$ cat src/rtl/udl_pkg.sv
// Shared constants and types for the UDL counter scheduler.
// State encoding is kept as plain 2-bit constants so older netlists can match it.
package udl_pkg;

  localparam int unsigned IdW = 1;

  typedef logic [1:0]     state_t;
  typedef logic [IdW-1:0] req_id_t;

  localparam state_t StIdle = 2'd0;
  localparam state_t StLoad = 2'd1;
  localparam state_t StRun  = 2'd2;
  localparam state_t StDone = 2'd3;

  localparam req_id_t Req0 = 1'b0;
  localparam req_id_t Req1 = 1'b1;

endpackage

$ cat src/rtl/udl_counter_core.sv
// Up/down/load counter with modular wrap; load has priority over enable.
module udl_counter_core #(
  parameter int unsigned BITS = 4
) (
  input  logic            clk,
  input  logic            rst,
  input  logic            load,
  input  logic            en,
  input  logic            up,
  input  logic [BITS-1:0] pi,
  output logic [BITS-1:0] q
);

  localparam logic [BITS-1:0] One = BITS'(1);

  logic [BITS-1:0] q_d, q_q;

  always_comb begin
    q_d = q_q;
    if (load) begin
      q_d = pi;
    end else if (en) begin
      q_d = up ? (q_q + One) : (q_q - One);
    end
  end

  always_ff @(posedge clk) begin
    if (rst) begin
      q_q <= '0;
    end else begin
      q_q <= q_d;
    end
  end

  assign q = q_q;

endmodule

$ cat src/rtl/udl_cnt_sched.sv
// Round-robin scheduler sharing one UDL counter between two requesters.
// Accepted jobs are loaded, counted to their end value, then signalled with a done pulse.
module udl_cnt_sched
  import udl_pkg::*;
#(
  parameter int unsigned BITS = 4
) (
  input  logic            clk,
  input  logic            rst,
  input  logic            req0_valid,
  output logic            req0_ready,
  input  logic [BITS-1:0] req0_start,
  input  logic [BITS-1:0] req0_end,
  input  logic            req0_up,
  input  logic            req1_valid,
  output logic            req1_ready,
  input  logic [BITS-1:0] req1_start,
  input  logic [BITS-1:0] req1_end,
  input  logic            req1_up,
  output logic            done0,
  output logic            done1,
  output logic            busy,
  output logic            owner,
  output logic [BITS-1:0] q
);

  state_t          state_d, state_q;
  req_id_t         owner_d, owner_q;
  req_id_t         last_grant_d, last_grant_q;
  logic [BITS-1:0] job_start_d, job_start_q;
  logic [BITS-1:0] job_end_d, job_end_q;
  logic            job_up_d, job_up_q;

  req_id_t         grant_id;
  logic            xfer;
  logic            cnt_load;
  logic            cnt_en;
  logic [BITS-1:0] cnt_q;

  // On a tie the requester that did not win last time is granted.
  always_comb begin
    grant_id = Req0;
    if (req0_valid && req1_valid) begin
      grant_id = ~last_grant_q;
    end else if (req1_valid) begin
      grant_id = Req1;
    end
  end

  always_comb begin
    req0_ready = 1'b0;
    req1_ready = 1'b0;
    if (!rst && (state_q == StIdle)) begin
      req0_ready = req0_valid && (grant_id == Req0);
      req1_ready = req1_valid && (grant_id == Req1);
    end
  end

  assign xfer = req0_ready || req1_ready;

  always_comb begin
    state_d      = state_q;
    owner_d      = owner_q;
    last_grant_d = last_grant_q;
    job_start_d  = job_start_q;
    job_end_d    = job_end_q;
    job_up_d     = job_up_q;
    unique case (state_q)
      StIdle: begin
        if (xfer) begin
          owner_d = grant_id;
          state_d = StLoad;
          if (grant_id == Req1) begin
            job_start_d = req1_start;
            job_end_d   = req1_end;
            job_up_d    = req1_up;
          end else begin
            job_start_d = req0_start;
            job_end_d   = req0_end;
            job_up_d    = req0_up;
          end
        end
      end
      StLoad: begin
        state_d = StRun;
      end
      StRun: begin
        if (cnt_q == job_end_q) begin
          state_d = StDone;
        end
      end
      StDone: begin
        last_grant_d = owner_q;
        state_d      = StIdle;
      end
      default: begin
        state_d = StIdle;
      end
    endcase
  end

  always_ff @(posedge clk) begin
    if (rst) begin
      state_q      <= StIdle;
      owner_q      <= Req0;
      last_grant_q <= Req1;
      job_start_q  <= '0;
      job_end_q    <= '0;
      job_up_q     <= 1'b0;
    end else begin
      state_q      <= state_d;
      owner_q      <= owner_d;
      last_grant_q <= last_grant_d;
      job_start_q  <= job_start_d;
      job_end_q    <= job_end_d;
      job_up_q     <= job_up_d;
    end
  end

  assign cnt_load = (state_q == StLoad);
  assign cnt_en   = (state_q == StRun) && (cnt_q != job_end_q);

  udl_counter_core #(
    .BITS (BITS)
  ) u_counter (
    .clk  (clk),
    .rst  (rst),
    .load (cnt_load),
    .en   (cnt_en),
    .up   (job_up_q),
    .pi   (job_start_q),
    .q    (cnt_q)
  );

  assign q     = cnt_q;
  assign busy  = (state_q != StIdle);
  assign owner = owner_q;
  assign done0 = (state_q == StDone) && (owner_q == Req0);
  assign done1 = (state_q == StDone) && (owner_q == Req1);

endmodule

$ cat config.mk
export PLATFORM = sky130hd
export DESIGN_NAME = udl_cnt_sched
export DESIGN_NICKNAME = d
export VERILOG_FILES = /design/src/rtl/udl_pkg.sv /design/src/rtl/udl_counter_core.sv /design/src/rtl/udl_cnt_sched.sv
export SDC_FILE = /design/constraint.sdc
export NUM_CORES = 1
export LEC_CHECK = 0
export ABC_AREA = 1
export ABC_CLOCK_PERIOD_IN_PS = 1590
export CAP_MARGIN = 5
export CELL_PAD_IN_SITES_DETAIL_PLACEMENT = 0
export CELL_PAD_IN_SITES_GLOBAL_PLACEMENT = 1
export CORE_UTILIZATION = 30
export CTS_CLUSTER_DIAMETER = 60
export CTS_CLUSTER_SIZE = 24
export DETAILED_ROUTE_END_ITERATION = 10
export PLACE_DENSITY = 0.73
export SYNTH_ARGS = -nofsm -noshare
export SYNTH_HDL_FRONTEND = slang
export SYNTH_SLANG_ARGS = --single-unit
$ cat constraint.sdc
create_clock -name clk -period 1.59 [get_ports clk]
set_input_delay 0.159 -clock clk [delete_from_list [all_inputs] [get_ports clk]]
set_output_delay 0.159 -clock clk [all_outputs]
set_load 0.01 [all_outputs]
==> reports/qor.yml <==
run_status:
  status: "finished clean"
global_route:
  grt_usage_pct: 15.1
  antenna_found_initial: 0
  grt_overflow: 0
  grt_pass1_vias: 1200
  grt_pass1_wl_mm: 4.94
  grt_max_degree: 13
synth:
  synth_simple_gate_area_share_pct: 35.5
  synthesis.instances: 167
  synth.avg_cell_area_um2: 7.12
  synth_seq_area_share_pct: 28.6
  yosys-top-cells-area: "dfxtp_1, nand2_1, ha_1, inv_1, nand3_1"
  yosys.area_share.adder_pct: 9.05
  most_used_dff_post_synth: "dfxtp_1"
  async_reset_ff_share_pct: 0
  yosys.cell_count.top_type: "nand2_1"
  netlist_area_pre_place_um2: 1190
  synth.area.mux_share_pct: 0
  synth.top_cell.area_share_pct: 28.6
  synthTopCellsByCount: "nand2_1, inv_1, dfxtp_1, nor2_1, nand3_1"
  combinational_family_with_the_most_area_after_synthesis: "simple AND/OR/NAND/NOR gates"
  yosysWarningCount: 0
  yosys_register_bits: 17
  synth.lib_cells_used.distinct: 24
  synth_compound_gate_area_share_pct: 13.3
  post_synth_xor_area_fraction_pct: 0.737
  mappedNetlistNets: 197
  synth_enable_flop_cells: 0
  synth_largest_area_cell: "dfxtp_1"
setup_path:
  critical_path.max_stage_delay_ns: 0.31
  worst_r2r_endpoint: "state_q[0]"
  critPathCaptureType: "output pin"
  timing.critical_path.slowest_stage_cell: "dfxtp_1"
  path_cells: "inv_1 -> ha_4 -> nand3_2 -> nor2_4 -> clkdlybuf4s15_1"
  rrSetupSlack_ns: 0.10
  cp_top_family: "buffers and inverters"
  worstPathBufferInverterCount: 2
  rr_startpoint: "state_q[0]"
  timing_worst_setup_path_type: "reg -> out"
  worst-endpoint-required_ns: 1.43
  reg2regPathDepth: 9
  crit_arrival_ns: 1.35
  critical_path.startpoint_type: "flip-flop"
  critical_path.max_fanout: 3
  timing.critical_path.from: "state_q[0]"
timing:
  grt_setup_unrepaired: "no"
  timing_worst_slew_pin_value_ns: 0.206
  timing_limited_maximum_frequency_ghz: 0.665
  clock-skew-final_ns: 0.00508
  report.final.hold_viol_count: 0
  slew_viol_final: 0
  layout_worst_path_cycle_share_pct: 94.6
  finalSetupViolations: 0
  finalCriticalPeriod_ns: 1.50
  fin_tns_setup_ns: 0
  max-slew-margin-rel_pct: 86.3
cts:
  clkLatencyLatePin_ns: 0.25
  hold_buffers: 0
  clock-sinks: 17
  tritoncts: "done"
  clock_tree.buffer_depth: 2
  cts-buffers-inserted: 3
  cts.root.buffer_cell: "clkbuf_8"
  cts_setup_buffers: 0
  depth_of_the_cts_h_tree: 1
  path_clk_slew_ns: 0.07
floorplanning:
  core_area_um2: 3740
  die_w_um: 64.9
  num_io_pins: 32
  die_h_um: 64.9
  die_area_um2: 4220
  row_count: 22
  initial_util_pct: 31.8
placed_design:
  finalWeightedCongestion: 0.726
  io_buffers: 31
  place_hpwl_mm: 2.38
  placedInstanceArea_um2: 1620
  placedCellCount: 260
power:
  p_sw_mw: 0.864
  total_leakage_power_nw: 0.789
  power.share.sequential_pct: 29.0
  power.clock.fraction_pct: 14.9
  cell_internal_pwr_mw: 1.27
  totalPowerFinal_mw: 2.13
  power_switching_share_pct: 40.6
  logic_gate_share_of_total_power_pct: 56.2
  ir_worst_vdd_mv: 0.495
  pwr_density_cell_nw_per_um2: 1260
drt:
  vias: 1177
  firstDrtPassIters: 4
  postRouteAntennaNets: 0
  first_iter_violations: 28
  post_drt_wl_per_cell_um: 10.7
  viasPerCell: 4.46
  drt-total-wl_mm: 2.82
  drt_drc_violations_left: 0
layout:
  finish.utilization_pct: 45.1
  drive_gt1_share_pct: 22.7
  final_design_area_no_fill_um2: 1690
  stdcell_count: 264
  syn2layout_area_growth_pct: 41.9
  insertedDiodeCount: 0
  design.final.nets: 247
hold_path:
  holdCritStartpoint: "job_end_q[3]"
  worst_hold_path.endpoint: "job_end_q[3]"
  worst_hold_class: "reg -> reg"
  timing.hold.worst_path_depth: 2
job:
  max_cap_viols: 0
-- what timing repair did --
action | in CTS | in global routing
hold endpoints to repair | 0 | 0
gates cloned | 0 | 0
resized for setup | 7 | 7
endpoints found under the setup margin | 5 | 11
pin swaps | 0 | 1
-- sequential cells by signal, indices dropped and copies added, names as in the netlist --
register	cells
u_counter.q	4
owner	1
last_grant_q	1
job_start_q	4
job_end_q	4
job_up_q	1
state_q	2
-- cells by family after synthesis --
group | after synthesis
fa+ha+maj | 8
xor+xnor | 1
buf+inv | 23
simple gates | 94
flops | 17
compound gates | 24
-- worst max-delay path by stage --
stage | end | slack [ns] | cells after the start
after global placement | req0_ready | -0.11 | 6
after CTS | req0_ready | 0.01 | 5
after detailed placement | req0_ready | -0.16 | 6
after floorplan | job_end_q[2] | 0.02 | 8
final | req0_ready | 0.09 | 5
after global routing | req0_ready | 0.006 | 5
-- per-layer routing --
metal	up-vias	track usage, %	share of wire, %
li1	616	-	-
met1	535	16.5	43
met2	22	28.8	52
met3	4	3.87	3.8
met4	0	3.33	1.1
met5	-	0	0
-- through the flow --
stage | hold slack [ns] | setup slack, ns
2_1_floorplan | 0.228 | 0.0161
3_3_place_gp | 0.458 | -0.112
3_5_place_dp | 0.469 | -0.164
4_1_cts | 0.480 | 0.0138
5_1_grt | 0.510 | 0.00560
6_report | 0.476 | 0.0859
-- worst min-delay path: cells and delay by family, from the launching register on --
kind	cells	cell delay, ns
compound gates	1	0.05
buf+inv	1	0.08
flops	1	0.31
-- cell usage in the layout, fill, tap and decap left out, types with 2 or more instances in the layout --
cell | synthesis | routed
inv_2 | 1 | 2
clkbuf_8 | 0 | 3
nand2_1 | 64 | 63
ha_1 | 7 | 6
dlygate4sd2_1 | 0 | 3
clkdlybuf4s50_1 | 0 | 26
inv_1 | 18 | 17
a21oi_1 | 8 | 7
o21ai_2 | 5 | 5
o21ai_0 | 2 | 2
dfxtp_1 | 17 | 15
clkdlybuf4s15_1 | 0 | 2
nand3_1 | 9 | 9
dfxtp_2 | 0 | 2
o21ai_1 | 4 | 4
nand2_2 | 2 | 3
nor2_2 | 4 | 4
nor2_1 | 11 | 11
buf_4 | 0 | 17
a21oi_2 | 5 | 6
-- cell type report --
type                            count  area, µm²
Clock buffer                        3       41.3
Clock inverter                      1       5.00
Fill cell                         401       2060
Inverter                           20       88.8
Multi-Input combinational cell    127        714
Sequential cell                    17        343
Tap cell                           48       60.1
Timing Repair Buffer               48        434
-- power groups by stage --
| stage | Combinational (mW) | Clock, mW | Sequential, mW |
|---|---|---|---|
| after floorplan | 0.754 | 0 | 0.623 |
| after global placement | 1.13 | 0 | 0.623 |
| after detailed placement | 1.16 | 0 | 0.625 |
| after CTS | 1.16 | 0.334 | 0.617 |
| after global routing | 1.35 | 0.357 | 0.635 |
| final | 1.20 | 0.317 | 0.617 |
(Power assumes the default switching activity.)
